File: src/rtl/ips2l_pcie_apb_mux_v2_0_pkg.sv
// Shared definitions for the APB decoder/mux: FSM encoding, default error
// read data and the region-table priority decode helper.
// The decode helper works on tables padded to MAX_SLV entries of MAX_DW bits.
// Unused entries have zero mask and base, and they are excluded by num_slv.
package ips2l_pcie_apb_mux_v2_0_pkg;

  typedef enum logic [1:0] {
    ST_IDLE   = 2'd0,
    ST_ACCESS = 2'd1,
    ST_RESP   = 2'd2
  } state_e;

  localparam logic [31:0] ERR_RDATA_DEFAULT = 32'hDEAD_BEEF;

  localparam int MAX_SLV = 8;
  localparam int MAX_DW  = 16;

  localparam int              CNT_W   = 8;
  localparam logic [CNT_W-1:0] CNT_MAX = '1;

  // One-hot decode of a region field. When several entries match, the lowest
  // index wins. The scan runs downward and later matches overwrite earlier
  // ones, so the last match written belongs to the lowest index.
  function automatic logic [MAX_SLV-1:0] dec_onehot(
    input logic [MAX_DW-1:0]         field,
    input logic [MAX_SLV*MAX_DW-1:0] base,
    input logic [MAX_SLV*MAX_DW-1:0] mask,
    input int                        num_slv
  );
    logic [MAX_SLV-1:0] hit;
    hit = '0;
    for (int i = MAX_SLV - 1; i >= 0; i--) begin
      if ((i < num_slv) &&
          ((field & mask[i*MAX_DW +: MAX_DW]) ==
           (base[i*MAX_DW +: MAX_DW] & mask[i*MAX_DW +: MAX_DW]))) begin
        hit    = '0;
        hit[i] = 1'b1;
      end
    end
    return hit;
  endfunction

endpackage

File: src/rtl/ips2l_pcie_apb_dec_v2_0.sv
// Combinational region decoder. It maps the decoded address field to a
// one-hot slave vector with lowest-index priority and raises a flag when no
// slave matches. The caller passes only the decoded field, addr[DEC_MSB:DEC_LSB].
module ips2l_pcie_apb_dec_v2_0
  import ips2l_pcie_apb_mux_v2_0_pkg::*;
#(
  parameter int NUM_SLV = 4,
  parameter int DEC_MSB = 15,
  parameter int DEC_LSB = 12,
  parameter logic [NUM_SLV*(DEC_MSB-DEC_LSB+1)-1:0] SLV_BASE = {4'h7, 4'h2, 4'h1, 4'h0},
  parameter logic [NUM_SLV*(DEC_MSB-DEC_LSB+1)-1:0] SLV_MASK = {4'hF, 4'hF, 4'hF, 4'hF}
) (
  input  logic [DEC_MSB-DEC_LSB:0] i_field,
  output logic [NUM_SLV-1:0]       o_hit,
  output logic                     o_no_hit
);

  localparam int DW = DEC_MSB - DEC_LSB + 1;

  logic [MAX_SLV*MAX_DW-1:0] base_pad;
  logic [MAX_SLV*MAX_DW-1:0] mask_pad;
  logic [MAX_DW-1:0]         field_pad;
  logic [MAX_SLV-1:0]        hit_all;

  // Re-pack the user tables into the fixed-stride layout the helper expects.
  // NOTE: every combinational output gets a default first, so no path leaves it unassigned and no latch is inferred.
  always_comb begin
    base_pad = '0;
    mask_pad = '0;
    for (int i = 0; i < NUM_SLV; i++) begin
      for (int b = 0; b < DW; b++) begin
        base_pad[i*MAX_DW + b] = SLV_BASE[i*DW + b];
        mask_pad[i*MAX_DW + b] = SLV_MASK[i*DW + b];
      end
    end
  end

  assign field_pad = MAX_DW'(i_field);
  assign hit_all   = dec_onehot(field_pad, base_pad, mask_pad, NUM_SLV);
  assign o_hit     = hit_all[NUM_SLV-1:0];
  assign o_no_hit  = ~|hit_all;

endmodule

File: src/rtl/ips2l_pcie_apb_mux_v2_0.sv
// APB-style 1:NUM_SLV decoder/mux with registered request, error response
// for unmapped addresses, and a sticky error status with a saturating count.
// Optional build macro IPS2L_PCIE_APB_MUX_TIMEOUT_EN adds an ACCESS timeout
// that aborts a stalled slave after TIMEOUT_CYC cycles. When the macro is not
// defined, ACCESS waits for the slave's ready indefinitely.
module ips2l_pcie_apb_mux_v2_0
  import ips2l_pcie_apb_mux_v2_0_pkg::*;
#(
  parameter int NUM_SLV = 4,
  parameter int ADDR_W  = 16,
  parameter int DATA_W  = 32,
  parameter int DEC_MSB = 15,
  parameter int DEC_LSB = 12,
  parameter logic [NUM_SLV*(DEC_MSB-DEC_LSB+1)-1:0] SLV_BASE = {4'h7, 4'h2, 4'h1, 4'h0},
  parameter logic [NUM_SLV*(DEC_MSB-DEC_LSB+1)-1:0] SLV_MASK = {4'hF, 4'hF, 4'hF, 4'hF},
  parameter int TIMEOUT_CYC = 256,
  parameter logic [DATA_W-1:0] ERR_RDATA = DATA_W'(ERR_RDATA_DEFAULT)
) (
  input  logic                      i_clk,
  input  logic                      i_rst_n,
  input  logic                      i_p_sel,
  input  logic [DATA_W/8-1:0]       i_p_strb,
  input  logic [ADDR_W-1:0]         i_p_addr,
  input  logic [DATA_W-1:0]         i_p_wdata,
  input  logic                      i_p_ce,
  input  logic                      i_p_we,
  output logic                      o_p_rdy,
  output logic [DATA_W-1:0]         o_p_rdata,
  output logic                      o_p_err,
  output logic [NUM_SLV-1:0]        o_slv_p_sel,
  output logic [NUM_SLV-1:0]        o_slv_p_ce,
  output logic [DATA_W/8-1:0]       o_slv_p_strb,
  output logic [ADDR_W-1:0]         o_slv_p_addr,
  output logic [DATA_W-1:0]         o_slv_p_wdata,
  output logic                      o_slv_p_we,
  input  logic [NUM_SLV-1:0]        i_slv_p_rdy,
  input  logic [NUM_SLV*DATA_W-1:0] i_slv_p_rdata,
  input  logic                      i_err_clr,
  output logic                      o_err_sticky,
  output logic [7:0]                o_err_cnt
);

  localparam int SW = DATA_W / 8;

  state_e              state_q, state_d;
  logic [NUM_SLV-1:0]  hit_q, hit_d;
  logic [SW-1:0]       strb_q, strb_d;
  logic [ADDR_W-1:0]   addr_q, addr_d;
  logic [DATA_W-1:0]   wdata_q, wdata_d;
  logic                we_q, we_d;
  logic [DATA_W-1:0]   rdata_q, rdata_d;
  logic                err_q, err_d;
  logic                sticky_q, sticky_d;
  logic [CNT_W-1:0]    cnt_q, cnt_d;

  logic [NUM_SLV-1:0]  dec_hit;
  logic                dec_no_hit;
  logic                req;
  logic                rdy_hit;
  logic                tmo_hit;
  logic                acc_done;
  logic                acc_tmo;
  logic                err_evt;
  logic [DATA_W-1:0]   slv_rdata_sel;

  ips2l_pcie_apb_dec_v2_0 #(
    .NUM_SLV  (NUM_SLV),
    .DEC_MSB  (DEC_MSB),
    .DEC_LSB  (DEC_LSB),
    .SLV_BASE (SLV_BASE),
    .SLV_MASK (SLV_MASK)
  ) u_dec (
    .i_field  (i_p_addr[DEC_MSB:DEC_LSB]),
    .o_hit    (dec_hit),
    .o_no_hit (dec_no_hit)
  );

  // The master is sampled only in IDLE. Changes on the master bus during
  // ACCESS do not reach the slaves.
  assign req      = (state_q == ST_IDLE) && i_p_sel && i_p_ce;
  // Ready from slaves that are not selected is masked off.
  assign rdy_hit  = |(i_slv_p_rdy & hit_q);
  assign acc_done = (state_q == ST_ACCESS) && rdy_hit;
  // A ready that arrives in the expiry cycle counts as a normal completion.
  assign acc_tmo  = (state_q == ST_ACCESS) && !rdy_hit && tmo_hit;
  assign err_evt  = (req && dec_no_hit) || acc_tmo;

`ifdef IPS2L_PCIE_APB_MUX_TIMEOUT_EN
  localparam int             TW       = $clog2(TIMEOUT_CYC);
  localparam logic [TW-1:0]  TMO_LAST = TW'(TIMEOUT_CYC - 1);

  logic [TW-1:0] tmo_q, tmo_d;

  assign tmo_hit = (tmo_q == TMO_LAST);

  // Count ACCESS cycles; the count returns to zero whenever ACCESS is left.
  always_comb begin
    tmo_d = '0;
    if ((state_q == ST_ACCESS) && (state_d == ST_ACCESS)) tmo_d = tmo_q + 1'b1;
  end

  // Timeout counter register.
  always_ff @(posedge i_clk or negedge i_rst_n) begin
    if (!i_rst_n) tmo_q <= '0;
    else          tmo_q <= tmo_d;
  end
`else
  assign tmo_hit = 1'b0;
`endif

  // Select the read data of the addressed slave. hit_q is one-hot or zero.
  always_comb begin
    slv_rdata_sel = '0;
    for (int i = 0; i < NUM_SLV; i++) begin
      if (hit_q[i]) slv_rdata_sel |= i_slv_p_rdata[i*DATA_W +: DATA_W];
    end
  end

  // FSM state register.
  // NOTE: sequential state uses non-blocking assignments so every flop samples pre-edge values.
  always_ff @(posedge i_clk or negedge i_rst_n) begin
    if (!i_rst_n) state_q <= ST_IDLE;
    else          state_q <= state_d;
  end

  // FSM next-state logic.
  always_comb begin
    state_d = state_q;
    case (state_q)
      ST_IDLE:   if (req) state_d = dec_no_hit ? ST_RESP : ST_ACCESS;
      ST_ACCESS: if (acc_done || acc_tmo) state_d = ST_RESP;
      ST_RESP:   state_d = ST_IDLE;
      default:   state_d = ST_IDLE;
    endcase
  end

  // Request capture, response capture and error status update.
  always_comb begin
    hit_d    = hit_q;
    strb_d   = strb_q;
    addr_d   = addr_q;
    wdata_d  = wdata_q;
    we_d     = we_q;
    rdata_d  = rdata_q;
    err_d    = err_q;
    sticky_d = sticky_q;
    cnt_d    = cnt_q;

    if (req) begin
      hit_d   = dec_hit;
      strb_d  = i_p_strb;
      addr_d  = i_p_addr;
      wdata_d = i_p_wdata;
      we_d    = i_p_we;
      err_d   = dec_no_hit;
      rdata_d = dec_no_hit ? ERR_RDATA : '0;
    end

    if (acc_done) begin
      err_d   = 1'b0;
      rdata_d = we_q ? '0 : slv_rdata_sel;
    end else if (acc_tmo) begin
      err_d   = 1'b1;
      rdata_d = ERR_RDATA;
    end

    // A clear and a new error in the same cycle leave sticky set and the count at one.
    if (i_err_clr) begin
      sticky_d = 1'b0;
      cnt_d    = '0;
    end
    if (err_evt) begin
      sticky_d = 1'b1;
      cnt_d    = i_err_clr ? CNT_W'(1) : ((cnt_q == CNT_MAX) ? cnt_q : cnt_q + 1'b1);
    end
  end

  // Datapath and status registers.
  // NOTE: these are plain flops rather than storage arrays, and they are reset so every output is defined to be 0 out of reset.
  always_ff @(posedge i_clk or negedge i_rst_n) begin
    if (!i_rst_n) begin
      hit_q    <= '0;
      strb_q   <= '0;
      addr_q   <= '0;
      wdata_q  <= '0;
      we_q     <= 1'b0;
      rdata_q  <= '0;
      err_q    <= 1'b0;
      sticky_q <= 1'b0;
      cnt_q    <= '0;
    end else begin
      hit_q    <= hit_d;
      strb_q   <= strb_d;
      addr_q   <= addr_d;
      wdata_q  <= wdata_d;
      we_q     <= we_d;
      rdata_q  <= rdata_d;
      err_q    <= err_d;
      sticky_q <= sticky_d;
      cnt_q    <= cnt_d;
    end
  end

  // FSM outputs: slave strobes in ACCESS, a one-cycle completion in RESP.
  // The strobes decode from state_q, so an asynchronous reset drops them at once.
  always_comb begin
    o_slv_p_sel = '0;
    o_slv_p_ce  = '0;
    o_p_rdy     = 1'b0;
    o_p_rdata   = '0;
    o_p_err     = 1'b0;
    case (state_q)
      ST_ACCESS: begin
        o_slv_p_sel = hit_q;
        o_slv_p_ce  = hit_q;
      end
      ST_RESP: begin
        o_p_rdy   = 1'b1;
        o_p_rdata = rdata_q;
        o_p_err   = err_q;
      end
      default: ;
    endcase
  end

  assign o_slv_p_strb  = strb_q;
  assign o_slv_p_addr  = addr_q;
  assign o_slv_p_wdata = wdata_q;
  assign o_slv_p_we    = we_q;
  assign o_err_sticky  = sticky_q;
  assign o_err_cnt     = cnt_q;

endmodule

File: config.mk
export PLATFORM = sky130hd
export DESIGN_NAME = ips2l_pcie_apb_mux_v2_0
export DESIGN_NICKNAME = d
export VERILOG_FILES = /design/src/rtl/ips2l_pcie_apb_mux_v2_0_pkg.sv /design/src/rtl/ips2l_pcie_apb_dec_v2_0.sv /design/src/rtl/ips2l_pcie_apb_mux_v2_0.sv
export SDC_FILE = /design/constraint.sdc
export NUM_CORES = 1
export LEC_CHECK = 0
export CAP_MARGIN = 20
export CORE_AREA = 4 4 111 113
export CTS_CLUSTER_SIZE = 25
export DETAILED_ROUTE_END_ITERATION = 10
export DIE_AREA = 0 0 115 117
export DONT_BUFFER_PORTS = 1
export GPL_TIMING_DRIVEN = 1
export PLACE_DENSITY = 0.65
export SETUP_SLACK_MARGIN = 0.05
export SLEW_MARGIN = 20
export SYNTH_ARGS = -nofsm -noshare
export SYNTH_HDL_FRONTEND = slang
export SYNTH_SLANG_ARGS = --single-unit
File: constraint.sdc
create_clock -name i_clk -period 2.2 [get_ports i_clk]
set_input_delay 0.33 -clock i_clk [delete_from_list [all_inputs] [get_ports i_clk]]
set_output_delay 0.33 -clock i_clk [all_outputs]
set_load 0.01 [all_outputs]
* After elaboration in Yosys (flattened, before gate mapping) *
Index checks and enable logic that the tools add are counted.
W data, S select, Z words.

storage, ports and cells
  flip-flop bits (word level) = 101
  input bits = 190
  output and inout port bits = 104
  word-level logic and storage cells = 65

cells by class
  add/sub/neg operators = 1
  eq/ne operators = 9
  mux-type cells = 28
  bitwise operators = 4
  reductions and logical operators = 13

operator list
  cell                   number
  $mux W32               9
  $or A32 B32 Y32        3
  $mux W8                7
  $logic_not A16 Y1      1
  $add A8 B1 Y8 const B  1
  $eq A8 B8 Y1 const B   1
  $mux W4                2
  $reduce_or A8 Y1       1
  $mux W1                6
  $mux W2                3
  $ne A2 B2 Y1 const B   3
  $and A4 B4 Y4          1
  $eq A4 B1 Y1 const B   1
  $eq A4 B2 Y1 const B   1
  $eq A4 B3 Y1 const B   1
  $logic_and A1 B1 Y1    4
  $pmux W2 S2            1
  $reduce_and A2 Y1      2
  $reduce_bool A2 Y1     2
  $reduce_or A4 Y1       1
  $eq A2 B1 Y1 const B   1
  $eq A2 B2 Y1 const B   1
  $logic_not A2 Y1       1
  $logic_not A1 Y1       1

* Depth between registers and ports, before layout *
  word-level depth = 10
  mapped depth = 7
  gate-level depth less buffers = 5

* Modules after synthesis *
Synthesis repeated with hierarchy kept, for this count alone.

second synthesis, totals
  cell total of the unflattened synthesis = 533
  area, all modules = 4909.7 sq um

by module, submodules not included
  module                   instances  cells an instance  area each (sq um)  seq. area each (sq um)
  ips2l_pcie_apb_mux_v2_0  1          527                4864.7             2527.4
  ips2l_pcie_apb_dec_v2_0  1          6                  45.0               0.0

* Worst setup path before layout *
No wires, ideal clock.

  kind = register to register
  start = register state_q[0]
  end = register cnt_q[3], in the netlist o_err_cnt[3]
  library setup time = 0.078 ns
  data arrival time = 1.684 ns
  required time = 2.122 ns
  setup slack = 0.438 ns
  cell stages (with the launch flop) = 7
  path buffers = 2
  clock period less this slack = 1.762 ns
  cells stage by stage = dfrtp_1 > nand4bb_1 > buf_2 > or3_4 > buf_6 > or3_1 > a21oi_1

between the ends
  longest elaborated chain between the ends = 6
  elaborated cells between the ends (all ways) = 7
  those cells by class = mux (1); reduce/logical (6)

ends and longest elaborated chain
  item                                   line                            source
  start, declared                        ips2l_pcie_apb_mux_v2_0.sv:45   state_e state_q, state_d;
  start signal, assigned                 ips2l_pcie_apb_mux_v2_0.sv:123  else state_q <= state_d;
  $logic_not A2 Y1 (*)                   ips2l_pcie_apb_mux_v2_0.sv:80   assign req = (state_q == ST_IDLE) && i_p_sel && i_p_ce;
  $logic_and A1 B1 Y1 (*) (2 in series)  ips2l_pcie_apb_mux_v2_0.sv:80
  $logic_and A1 B1 Y1 (*)                ips2l_pcie_apb_mux_v2_0.sv:86   assign err_evt = (req && dec_no_hit) || acc_tmo;
  $reduce_bool A2 Y1 (no source line)    n/a
  $reduce_and A2 Y1 (no source line)     n/a
  end signal, assigned                   ips2l_pcie_apb_mux_v2_0.sv:200  cnt_q <= cnt_d;
  end, declared                          ips2l_pcie_apb_mux_v2_0.sv:54   logic [CNT_W-1:0] cnt_q, cnt_d;

Every way passes the cells marked *; elsewhere a longest branch is shown, timed or not.
A chain may end at the register's enable or synchronous reset.

* Worst setup path after layout *
  start = register state_q[0]
  end = register rdata_q[0]

between the ends
  longest elaborated chain between the ends = 4
  elaborated cells between the ends (all ways) = 7
  those cells by class = eq/ne (1); mux (1); reduce/logical (5)

ends and longest elaborated chain
  item                                 line                            source
  $logic_not A2 Y1                     ips2l_pcie_apb_mux_v2_0.sv:80
  $logic_and A1 B1 Y1 (2 in series)    ips2l_pcie_apb_mux_v2_0.sv:80
  $reduce_bool A2 Y1 (no source line)  n/a
  end signal, assigned                 ips2l_pcie_apb_mux_v2_0.sv:197  rdata_q <= rdata_d;
  end, declared                        ips2l_pcie_apb_mux_v2_0.sv:51   logic [DATA_W-1:0] rdata_q, rdata_d;

Several ways; a longest one is shown, not always the timed one.

==> parameters.txt <==
Parameter                              Value

Route
  Post-detailed-route via-to-cell ratio    6.08
  Wirelength per Cell    22.1 um
  DR pass1 iterations    5
  Initial DRC count    318
  Number of nets with antenna violations after detailed routing    0
  Vias after detailed routing    around 4000
  Remaining routing DRC violations    0
  Final routed wirelength across all metal layers    14600 um

Clock network
  Number of buffers added by the clock tree synthesis step    9
  Total of cells resized after clock tree synthesis    0
  Post-CTS clock slew at the launch and capture registers of the worst setup and hold paths    0.08 ns
  CTS tree    built
  Buffer type at the clock tree root    clkbuf_16
  Maximum clock path buffer count    2
  H-Tree Depth    3
  Sink count of the clock tree    101
  Worst-Skew Late Latency    0.34 ns
  Post-CTS setup buffer count    0

Timing
  Worst slew margin relative to its limit    63.4%
  Max-slew violation total from the final report    0
  Sum of negative setup slack    0 ns
  Setup repair after global routing missed its margin    false
  Final worst hold slack    -0.323 ns
  Shortest period the worst path allows    1.91 ns
  Final setup vio count    0
  FMAX    0.524 GHz
  Period utilisation layout    86.7%
  Actual transition at the worst max-transition pin    around 0.55 ns
  Final Hold Fails    between 100 and 150
  Setup clock skew after layout    0.00790 ns

Synth
  Number of flip-flops and latches in the synthesized netlist    101
  Proportion of synthesized chip area in sequential cells    51.5%
  Multiplexer area fraction after synthesis    less than 1%
  Fraction of synthesized cell area in xor and xnor cells    0%
  Area leader, netlist    dfrtp_1
  Number of nets produced by synthesis    732
  Post-synthesis instance total    541
  Syn Area/Cell    9.07 um2
  Largest cells by area after synthesis    dfrtp_1 51%, nand2_1 13%, a22o_1 6.1%
  Simple-gate portion of the synthesized area    21.8%
  Synth top area share    51.5%
  Unique cell type count in the Yosys netlist    38
  Adder-cell area share of the yosys netlist    0.255%
  Main combinational cell family by area after synthesis    simple AND/OR/NAND/NOR gates
  Post-synthesis compound-gate area fraction    between 20% and 30%
  Netlist Area Pre-Place    4910 um2
  Yosys synthesis warning count    0

Finish
  Total Nets Final    704
  Filler cells    1082
  Finished Layout Cells    661
  Layout overhead on the synthesized area    7.77%
  Antenna Diode Count    0
  Multi-input logic area    2180 um2
  Total area of sequential cells    2530 um2
  Share of final-layout standard cells stronger than drive strength 1    approximately 6.6%

Critical path
  Max FO, Critical Path    25
  Reg2reg setup slack    between 0.2 and 0.3 ns
  Capture point of the worst reg-to-reg path    rdata_q[0]$_DFFE_PN0P_
  Arrival @ worst endpoint    between 2 and 2.5 ns
  Type of the setup path with the least slack    flop to flop
  Kind of start point of the critical path    flop
  Data required time at the worst endpoint    about 2.4 ns
  Beginning of the worst register-to-register path    state_q[0]$_DFFE_PN0P_
  Path depth of the worst reg2reg path    5
  Kind of end point of the critical path    flop

Pwr
  Power Internal    3.71 mW
  Switching power    approximately 2 mW
  Part of the power in combinational logic    around a fifth
  Switching share of total power    35.4%
  P_leak    2.37 nW
  Clk network pwr share    between 20% and 30%
  Peak VDD IR    0.000509 V
  Total power density per cell area    1090 nW/um2
  Sequential power share    52.6%

Job
  Number of max-cap violations    0

Global route
  Global-route wire length before repair    21500 um
  Sum of overflow across all layers after global routing    0
  Largest net degree at the start of global routing    102
  Tot GR Track Use    between 20 and 25%
  Vias in the first global route    3946
  Initial antenna violation count    0

Placement
  # port buffers    0
  RePlAce Congestion    0.777
  Cells after DPL    between 600 and 700
  Sum of net half-perimeters after detailed placement    10500 um

Die
  Core Region    ~11000 um2
  Height of the die    between 100 and 150 um
  Number of rows created at floorplan    39
  DIE WIDTH    roughly 120 um
  Overall die area    13500 um2
  Number of top-level pins    294
  Initial standard-cell utilization of the core    43.4%

Hold path
  Hold Path Class    input port to async pin

Outcome
  Run status    finished, violations left
  Failing checks    negative hold slack
==> layout make-up <==
type | instances | share of cell area, %
sequential | 101 | 47.8
timing repair buffer | 10 | 1.66
clock inverter | 7 | 1.40
clock buffer | 9 | 4.26
multi-input combinational | 387 | 41.2
inverter | 4 | 0.284
tap | 143 | 3.38
==> synth_stat cells <==
| library cell | count |
|---|---|
| a22o_1 | 34 |
| a21bo_2 | 1 |
| or3_4 | 1 |
| o21ai_1 | 2 |
| o21ai_0 | 30 |
| nand4_1 | 1 |
| buf_4 | 4 |
| nand4bb_1 | 1 |
| and4b_1 | 2 |
| o2bb2ai_1 | 8 |
| a31oi_1 | 22 |
| or3_1 | 5 |
| buf_2 | 5 |
| a221oi_1 | 32 |
| clkbuf_1 | 39 |
| or2_2 | 1 |
| o21bai_1 | 1 |
| a311oi_1 | 1 |
| a21oi_1 | 5 |
| a22oi_1 | 3 |
| nand3_1 | 3 |
| dfrtp_1 | 101 |
| a211oi_1 | 1 |
| o31ai_1 | 1 |
| o22ai_1 | 1 |
| nor2_1 | 11 |
| nor2b_1 | 4 |
| nor4_1 | 1 |
| o41ai_1 | 1 |
| buf_6 | 1 |
| o311ai_0 | 1 |
| and2_1 | 38 |
| nor3_1 | 5 |
| inv_1 | 4 |
| and2b_1 | 1 |
| mux2_2 | 1 |
| nand2_1 | 167 |
| ha_1 | 1 |
==> power groups by stage <==
stage               clock (mW)  combinational [mW]  sequential [mW]
detailed placement           0                1.17             3.05
floorplan                    0               0.931             2.90
finish                    1.58                1.15             3.02
global route              1.71                1.33             3.09
global placement             0                1.10             3.05
CTS                       1.62                1.17             3.03
==> per-layer routing <==
| layer | share of wire, % | global-route usage [%] | vias up | wire length, um |
|---|---|---|---|---|
| li1 | - | - | 1847 | - |
| met1 | 39 | 26.0 | 1931 | 5690 |
| met2 | 49 | 35.0 | 224 | 7210 |
| met3 | 10 | 7.15 | 16 | 1530 |
| met4 | 1.0 | 4.93 | 0 | 147 |
| met5 | 0 | 0 | - | 0 |
==> placed cells by master (no fill, tap or decap), types with 2 or more instances in the layout <==
cell type and n:
o21ai_0 30, a21oi_1 5, inv_1 4, o2bb2ai_1 8
and2_1 38, clkbuf_16 9, nand3_1 3, nand2_1 167
nor2_1 11, or3_1 5, nor2b_1 3, a22oi_1 3
a31oi_1 22, nor3_1 3, buf_4 9, nor3_2 2
inv_6 3, inv_8 2, and4b_1 2, a221oi_1 32
a22o_1 34, o21ai_1 2, dfrtp_1 101
==> state kept, by name, indices dropped and copies added (netlist names) <==
signal         cells
o_slv_p_wdata     32
o_slv_p_addr      16
err_q              1
o_err_cnt          8
rdata_q           32
o_err_sticky       1
o_slv_p_strb       4
o_slv_p_we         1
state_q            2
hit_q              4
==> worst max-delay path by stage <==
stage,depth (start not counted),startpoint,end
2_1_floorplan,6,state_q[0]$_DFFE_PN0P_,o_err_cnt[3]$_DFFE_PN0P_
3_3_place_gp,4,state_q[1]$_DFFE_PN0P_,o_err_cnt[5]$_DFFE_PN0P_
3_5_place_dp,5,state_q[0]$_DFFE_PN0P_,rdata_q[0]$_DFFE_PN0P_
4_1_cts,5,state_q[0]$_DFFE_PN0P_,rdata_q[0]$_DFFE_PN0P_
5_1_grt,4,state_q[1]$_DFFE_PN0P_,rdata_q[26]$_DFFE_PN0P_
6_report,5,state_q[0]$_DFFE_PN0P_,rdata_q[0]$_DFFE_PN0P_
==> metrics by stage <==
stage	total power [mW]	setup WS (ns)	util, %	area, um2	hold WS, ns
after global routing	6.13	0.196	46.7	5290	-0.348
final	5.75	0.292	46.7	5290	-0.323
after global placement	4.15	0.367	44.1	4990	0.0388
after floorplan	3.83	0.438	-	4910	0.0344
after CTS	5.82	0.292	46.7	5290	-0.337
after detailed placement	4.22	0.310	44.1	4990	0.0393
==> logic make-up after synthesis <==
family | Yosys count
fa+ha+maj | 1
buf+inv | 53
mux | 1
compound gates | 144
flops | 101
simple gates | 241
==> critical path, stage by stage (launching register included) <==
cell,delay [ns]
dfrtp_1,0.43
and2b_1,0.25
a21bo_2,0.22
buf_4,0.27
and2_1,0.41
a22oi_1,0.17
No activity file was read; power rests on OpenSTA's default activity.
